File: src/rtl/vid_timing_measure.sv
// Passive frame-timing monitor on the native video output: per-frame active width/height,
// line period and pixel checksum, published once per frame with sticky consistency flags.
module vid_timing_measure #(
  parameter int CNT_W  = 12,
  parameter int DATA_W = 24
) (
  input  logic              clk,
  input  logic              resetn,
  input  logic              vid_active_video,
  input  logic              vid_hblank,
  input  logic              vid_vblank,
  input  logic              vid_hsync,
  input  logic              vid_vsync,
  input  logic [DATA_W-1:0] vid_data,
  input  logic              meas_clear,
  output logic [CNT_W-1:0]  meas_width,
  output logic [CNT_W-1:0]  meas_height,
  output logic [CNT_W-1:0]  meas_htotal,
  output logic [31:0]       meas_checksum,
  output logic [15:0]       frame_count,
  output logic              meas_valid,
  output logic              frame_done,
  output logic              err_width,
  output logic              err_height,
  output logic              err_protocol
);

  typedef enum logic {ARMED, MEASURE} state_e;

  localparam logic [CNT_W-1:0] ONE = CNT_W'(1);

  function automatic logic [CNT_W-1:0] sat_inc(input logic [CNT_W-1:0] v);
    return (&v) ? v : v + ONE;
  endfunction

  // hblank and vsync are observed only; nothing in the measurement depends on them
  logic unused_mon;
  assign unused_mon = ^{vid_hblank, vid_vsync};

  state_e             state_q, state_d;
  logic               av_r1_q, vb_r1_q, hs_r1_q;
  logic               av_r2_q, vb_r2_q, hs_r2_q;
  logic [DATA_W-1:0]  data_r1_q;

  logic [CNT_W-1:0]   pix_q, pix_d;
  logic [CNT_W-1:0]   line_q, line_d;
  logic [CNT_W-1:0]   wlat_q, wlat_d;
  logic [CNT_W-1:0]   hcnt_q, hcnt_d;
  logic [31:0]        acc_q, acc_d;

  logic [CNT_W-1:0]   width_q, width_d;
  logic [CNT_W-1:0]   height_q, height_d;
  logic [CNT_W-1:0]   htotal_q, htotal_d;
  logic [31:0]        csum_q, csum_d;
  logic [15:0]        fcnt_q, fcnt_d;
  logic               valid_q, valid_d;
  logic               done_q, done_d;
  logic               errw_q, errw_d;
  logic               errh_q, errh_d;
  logic               errp_q, errp_d;

  logic               pix_ok, line_end, frame_end, hs_rise;
  logic [CNT_W-1:0]   line_v, wlat_v;

  assign pix_ok    = av_r1_q & ~vb_r1_q;
  // a line ends only after a counted pixel, so a stray pulse inside vblank is not a line
  assign line_end  = av_r2_q & ~av_r1_q & ~vb_r2_q;
  assign frame_end = vb_r1_q & ~vb_r2_q;
  assign hs_rise   = hs_r1_q & ~hs_r2_q;

  always_comb begin
    state_d  = state_q;
    pix_d    = pix_q;
    line_d   = line_q;
    wlat_d   = wlat_q;
    acc_d    = acc_q;
    width_d  = width_q;
    height_d = height_q;
    htotal_d = htotal_q;
    csum_d   = csum_q;
    fcnt_d   = fcnt_q;
    valid_d  = valid_q;
    done_d   = 1'b0;
    errw_d   = errw_q;
    errh_d   = errh_q;
    errp_d   = errp_q;
    line_v   = line_q;
    wlat_v   = wlat_q;

    if (av_r1_q && vb_r1_q) errp_d = 1'b1;

    // counter restarts at 1 so the captured value is the full period in clocks
    if (hs_rise) begin
      htotal_d = hcnt_q;
      hcnt_d   = ONE;
    end else begin
      hcnt_d   = sat_inc(hcnt_q);
    end

    case (state_q)
      ARMED: begin
        if (frame_end) state_d = MEASURE;
      end
      MEASURE: begin
        if (pix_ok) begin
          pix_d = sat_inc(pix_q);
          acc_d = acc_q + 32'(data_r1_q);
        end
        // line end is folded in before the frame-end publish below
        if (line_end) begin
          line_v = sat_inc(line_q);
          pix_d  = '0;
          if (line_q == '0)        wlat_v = pix_q;
          else if (pix_q != wlat_q) errw_d = 1'b1;
        end
        line_d = line_v;
        wlat_d = wlat_v;
        if (frame_end) begin
          if (line_v != '0) begin
            width_d  = wlat_v;
            height_d = line_v;
            csum_d   = acc_q;
            fcnt_d   = fcnt_q + 16'd1;
            valid_d  = 1'b1;
            done_d   = 1'b1;
            if (valid_q && (line_v != height_q)) errh_d = 1'b1;
          end
          line_d = '0;
          wlat_d = '0;
          acc_d  = '0;
          pix_d  = '0;
        end
      end
      default: state_d = ARMED;
    endcase

    if (meas_clear) begin
      state_d  = ARMED;
      pix_d    = '0;
      line_d   = '0;
      wlat_d   = '0;
      acc_d    = '0;
      width_d  = '0;
      height_d = '0;
      htotal_d = '0;
      csum_d   = '0;
      fcnt_d   = '0;
      valid_d  = 1'b0;
      done_d   = 1'b0;
      errw_d   = 1'b0;
      errh_d   = 1'b0;
      errp_d   = 1'b0;
    end
  end

  always_ff @(posedge clk) begin
    if (!resetn) begin
      state_q   <= ARMED;
      av_r1_q   <= 1'b0;
      vb_r1_q   <= 1'b0;
      hs_r1_q   <= 1'b0;
      av_r2_q   <= 1'b0;
      vb_r2_q   <= 1'b0;
      hs_r2_q   <= 1'b0;
      data_r1_q <= '0;
      pix_q     <= '0;
      line_q    <= '0;
      wlat_q    <= '0;
      hcnt_q    <= '0;
      acc_q     <= '0;
      width_q   <= '0;
      height_q  <= '0;
      htotal_q  <= '0;
      csum_q    <= '0;
      fcnt_q    <= '0;
      valid_q   <= 1'b0;
      done_q    <= 1'b0;
      errw_q    <= 1'b0;
      errh_q    <= 1'b0;
      errp_q    <= 1'b0;
    end else begin
      state_q   <= state_d;
      av_r1_q   <= vid_active_video;
      vb_r1_q   <= vid_vblank;
      hs_r1_q   <= vid_hsync;
      av_r2_q   <= av_r1_q;
      vb_r2_q   <= vb_r1_q;
      hs_r2_q   <= hs_r1_q;
      data_r1_q <= vid_data;
      pix_q     <= pix_d;
      line_q    <= line_d;
      wlat_q    <= wlat_d;
      hcnt_q    <= hcnt_d;
      acc_q     <= acc_d;
      width_q   <= width_d;
      height_q  <= height_d;
      htotal_q  <= htotal_d;
      csum_q    <= csum_d;
      fcnt_q    <= fcnt_d;
      valid_q   <= valid_d;
      done_q    <= done_d;
      errw_q    <= errw_d;
      errh_q    <= errh_d;
      errp_q    <= errp_d;
    end
  end

  assign meas_width    = width_q;
  assign meas_height   = height_q;
  assign meas_htotal   = htotal_q;
  assign meas_checksum = csum_q;
  assign frame_count   = fcnt_q;
  assign meas_valid    = valid_q;
  assign frame_done    = done_q;
  assign err_width     = errw_q;
  assign err_height    = errh_q;
  assign err_protocol  = errp_q;

endmodule
File: config.mk
export PLATFORM = sky130hd
export DESIGN_NAME = vid_timing_measure
export DESIGN_NICKNAME = d
export VERILOG_FILES = /design/src/rtl/vid_timing_measure.sv
export SDC_FILE = /design/constraint.sdc
export NUM_CORES = 1
export LEC_CHECK = 0
export BUFFER_PORTS_ARGS = -buffer_cell sky130_fd_sc_hd__buf_2
export CAP_MARGIN = 20
export CORE_MARGIN = 4
export CORE_UTILIZATION = 59
export DETAILED_ROUTE_END_ITERATION = 6
export PLACE_DENSITY = 0.81
export RECOVER_POWER = 100
export SKIP_LAST_GASP = 1
export SYNTH_ARGS = -nofsm -noshare
export SYNTH_HDL_FRONTEND = slang
export SYNTH_SLANG_ARGS = --single-unit
File: constraint.sdc
create_clock -name clk -period 8.2 [get_ports clk]
set_input_delay 1.64 -clock clk [delete_from_list [all_inputs] [get_ports clk]]
set_output_delay 1.64 -clock clk [all_outputs]
set_load 0.01 [all_outputs]
== Word level (Yosys, flattened, before mapping) ==
Cells that the tools add are included.
Storage, ports and cells
  logic and storage cells: 81
  ROM bits: 0
  bits of input ports: 32
  memories kept: 0
  bits in writable memories: 0
  bits in latches: 0
  register bits after elaboration: 200
Cells by class
  muxes and demuxes: 18
  bitwise logic cells: 13
  $lt $le $gt $ge: 0
  $add $sub $neg: 5
  reduce and logical (&&, ||, !) cells: 17
  equality and inequality tests: 4
  shift operators: 0
  $mul: 0
  divide/modulo/power cells: 0
Operators by type and width (count)
  $mux 12: 11
  $mux 32: 2
  $add 12x1->12 const B: 3
  $reduce_and 12->1: 3
  $add 32x24->32: 1
  $ne 12x12->1: 2
  $add 16x1->16 const B: 1
  $logic_not 12->1: 1
  $reduce_bool 12->1: 1
  $not 1->1: 8
  $reduce_and 4->1: 2
  $reduce_and 3->1: 2
  $and 1x1->1: 5
  $mux 1: 5
  $reduce_or 2->1: 2
  $reduce_or 4->1: 1
  $ne 3x3->1 const B: 1
  $reduce_bool 3->1: 1
  $logic_and 1x1->1: 2
  $ne 2x2->1 const B: 1
  $reduce_and 2->1: 1
  $reduce_bool 2->1: 1

== Logic depth before layout (Yosys ltp) ==
  depth in word-level cells: 8
  gate-level depth with buffers: 13

== Worst setup path after synthesis ==
OpenSTA, ideal clock, no wires.
  path type: register to register
  start point: register acc_q[0]
  end point: register acc_q[28]
  data arrival time: 2.630 ns
  stages on the path, launching flop included: 11
  path buffers: 0
  setup time: 0.128 ns
  required time: 8.072 ns
  path slack: 5.442 ns
  path through: dfxtp_1 > ha_1 > fa_1 > a21oi_1 > o211ai_1 > a21oi_1 > a31oi_1 > a2111oi_0 > nor4b_1 > xnor2_1 > nor2_1
On the way
  word-level cells in the longest chain between the ends: 3
Ends and longest elaborated chain
  from (decl): RTL line 49  | logic [31:0] acc_q, acc_d;
  from (signal assigned): RTL line 170  | acc_q <= '0;
  from (signal assigned): RTL line 194  | acc_q <= acc_d;
  $add 32x24->32: RTL line 107  | acc_d = acc_q + 32'(data_r1_q);
  $mux 32: RTL line 105  | if (pix_ok) begin
  $mux 32: RTL line 118  | if (frame_end) begin
Every way passes these cells. The select of a mux whose other input is x is not followed.
A chain may end at the register's enable or synchronous reset.

== Worst setup path in the final report ==
  start point: input port resetn
  end point: register fcnt_q[11] (netlist: frame_count[11])
On the way
  word-level cells in the longest chain between the ends: 2
Ends and longest elaborated chain
  from (decl): RTL line 8  | input logic resetn,
  $not 1->1 (no source line)
  $reduce_or 2->1 (no source line)
  to (signal assigned): RTL line 199  | fcnt_q <= fcnt_d;
  to (decl): RTL line 55  | logic [15:0] fcnt_q, fcnt_d;
Every way passes these cells.

==> out/metrics.cfg <==
[run_status]
outcome=finished with violations
violations=max-capacitance violations, max-slew violations

[route]
ant_nets=0
drt_pass1_iterations=7
vias=8006
drc=0
wirelength_um=21900
wl_per_cell_um=15.6
viasPerCell=5.72
drt_iter0_markers=672

[grt]
antenna_found_initial=0
grt_overflow=0
grt_usage=0.241
grt_max_degree=74
grt_pass1_vias=7392
grt_pass1_wl_um=35600

[logic_synthesis]
syn-mean-instance-area_um2=8.51
yosysTopAreaCell=dfxtp_1
synthesis.area_mm2=0.00936
synth_seq_cells=200
yosys_warnings=0
yosysUniqueCellTypes=64
synth_area_leaders=dfxtp_1 (43%), nand2_1 (6.9%), a21oi_1 (5.4%)
synth_edf_count=0
seq_area_frac_synth=0.428
syn_nets=1161
yosysTopAreaCellShare=0.428
synth_flop_cell=dfxtp_1
async_flop_share=0
synth_cells=1099

[layout]
fin_nets=1241
final_cell_mix=dfxtp_1 (200), nand2_1 (171), nor2_1 (123), a21oi_1 (101), clkbuf_1 (94)
final_common_cell=dfxtp_1
area_growth_pct=11.4
fillers=1282
antennaDiodeCount=0
drive_gt1_frac=0.0622
multi_input_area_mm2=0.00496
seqCellArea_mm2=0.00400

[placed_design]
place_congestion=0.889
dp_hpwl_um=14900
io_buffer_count=118
dpl_worst_slack_ps=4230

[worst_hold_path]
hp-class=reg2reg

[floorplan]
die_x_um=134
boundaryPins=121
core_area_mm2=0.0154
start_util=0.609
core.rowCount=45
die-height_um=134
dieArea_mm2=0.0179

[power]
clkPwrFrac=0.451
pwr_density_cell_mw_per_mm2=185
p_int_mw=1.52
p_switching_mw=0.405
peakVddDrop_v=0.000165
pwr-share-comb=0.036
sw_frac_of_total=0.210
leakage_nw=3.97
p_seq_frac=0.512

[worst_setup_path]
crit_required_ps=8520
path_class=in2reg
cp-start-kind=input pin
arrival_ps=5420
worstPathMaxFanout=70
worstSetupEndpointType=flip-flop

[timing]
worst_pin_slew_ps=2530
finalSetupViolations=0
report.final.slew_viol_count=68
rsz0062_at_grt=false
min_period_ps=5100
fin_ws_ps=3100
fin_tns_setup_ps=0
hold_violations=0
skew_ps=8.72
fmax_mhz=196
slew_headroom=-0.689
period_share=0.622

[clock_network]
cts.repair.resized=0
numCtsBuffers=17
clk_latency_ps=440
cts_tree=built
clkTransAtPathRegs_ps=60
h-tree-depth=4
post_cts_buffers=0
clkSinkCount=200
root_buffer=clkbuf_16
cts.hold.buffers_added=0
cts_buffer_depth=2

[flow_run]
maxCapViolCount=2

-- power by group through the flow --
stage | clock network (mW) | logic (mW) | registers (mW)
detailed placement | 0 | 0.0701 | 1.01
global route | 0.917 | 0.0779 | 0.988
floorplan | 0 | 0.0501 | 1.01
global placement | 0 | 0.0688 | 1.01
CTS | 0.878 | 0.0709 | 0.987
finish | 0.870 | 0.0699 | 0.987
-- cell type report --
type | instances | area share
multi-input combinational | 823 | 0.476
sequential | 200 | 0.384
timing repair buffer | 125 | 0.0510
clock buffer | 23 | 0.0478
tap | 211 | 0.0253
clock inverter | 6 | 0.0110
inverter | 12 | 0.00432
-- worst max-delay path, cell delays in order --
cell and delay (ps):
clkbuf_1 560, nand2b_4 870, clkbuf_1 1860, nor2_1 120, a41o_1 340
-- cell usage after synthesis (11+ instances only) --
library cell / n
buf_2: 15
xnor2_1: 32
a21o_1: 16
ha_1: 29
a211oi_2: 13
nor3_1: 17
and2_1: 38
nor2_1: 123
dfxtp_1: 200
a21oi_1: 101
clkbuf_1: 38
a22oi_1: 33
nand2_1: 172
and4_1: 11
nand4_1: 17
inv_1: 11
o21ai_0: 19
mux2i_1: 17
and3_1: 11
nand3_1: 28
xor2_1: 33
-- state kept, by name, indices dropped and copies added, names as in the netlist --
register       cells
acc_q             32
av_r1_q            1
av_r2_q            1
data_r1_q         24
err_height         1
err_protocol       1
err_width          1
frame_count       16
frame_done         1
hcnt_q            12
hs_r1_q            1
hs_r2_q            1
line_q            12
meas_checksum     32
meas_height       12
meas_htotal       12
meas_valid         1
meas_width        12
pix_q             12
state_q            1
vb_r1_q            1
vb_r2_q            1
wlat_q            12
-- metal layers --
metal  routed length [um]  vias to the layer above  GRT usage
li1                     -                     3999          -
met1                 9810                     3778      0.311
met2                10700                      197      0.406
met3                  985                       32     0.0521
met4                  370                        0     0.0743
met5                    0                        -          0
-- cells by family after synthesis --
group | count (synthesis) | share of synthesized area
AND/OR/NAND/NOR | 465 | 0.236
multiplexers | 18 | 0.0194
XOR/XNOR | 66 | 0.0634
flip-flops | 200 | 0.428
adder cells (fa/ha/maj) | 30 | 0.0409
buffers and inverters | 76 | 0.0370
AO/OA/AOI/OAI | 244 | 0.175
-- final timing paths --
path	start	endpoint	slack [ps]	cells after the start
setup / recovery	resetn	frame_count[11]$_SDFFE_PP0P_	3100	5
hold / removal	meas_htotal[8]$_SDFFE_PP0P_	meas_htotal[8]$_SDFFE_PP0P_	450	2
setup reg to reg	av_r1_q$_SDFF_PN0_	wlat_q[10]$_SDFFE_PP0P_	3850	5
hold reg to reg	meas_htotal[8]$_SDFFE_PP0P_	meas_htotal[8]$_SDFFE_PP0P_	450	2
-- metrics by stage --
step | std cells | hold WS [ps] | power [mW] | cell area (um^2) | utilization
finish | 1400 | 453 | 1.93 | 10400 | 0.678
global route | 1400 | 471 | 1.98 | 10400 | 0.678
CTS | 1399 | 452 | 1.94 | 10600 | 0.688
detailed placement | 1370 | 443 | 1.08 | 9960 | 0.648
global placement | 1370 | 440 | 1.08 | 9960 | 0.648
floorplan | 1099 | 444 | 1.06 | 9360 | -
Note: power is estimated with default switching activity, not from simulation.
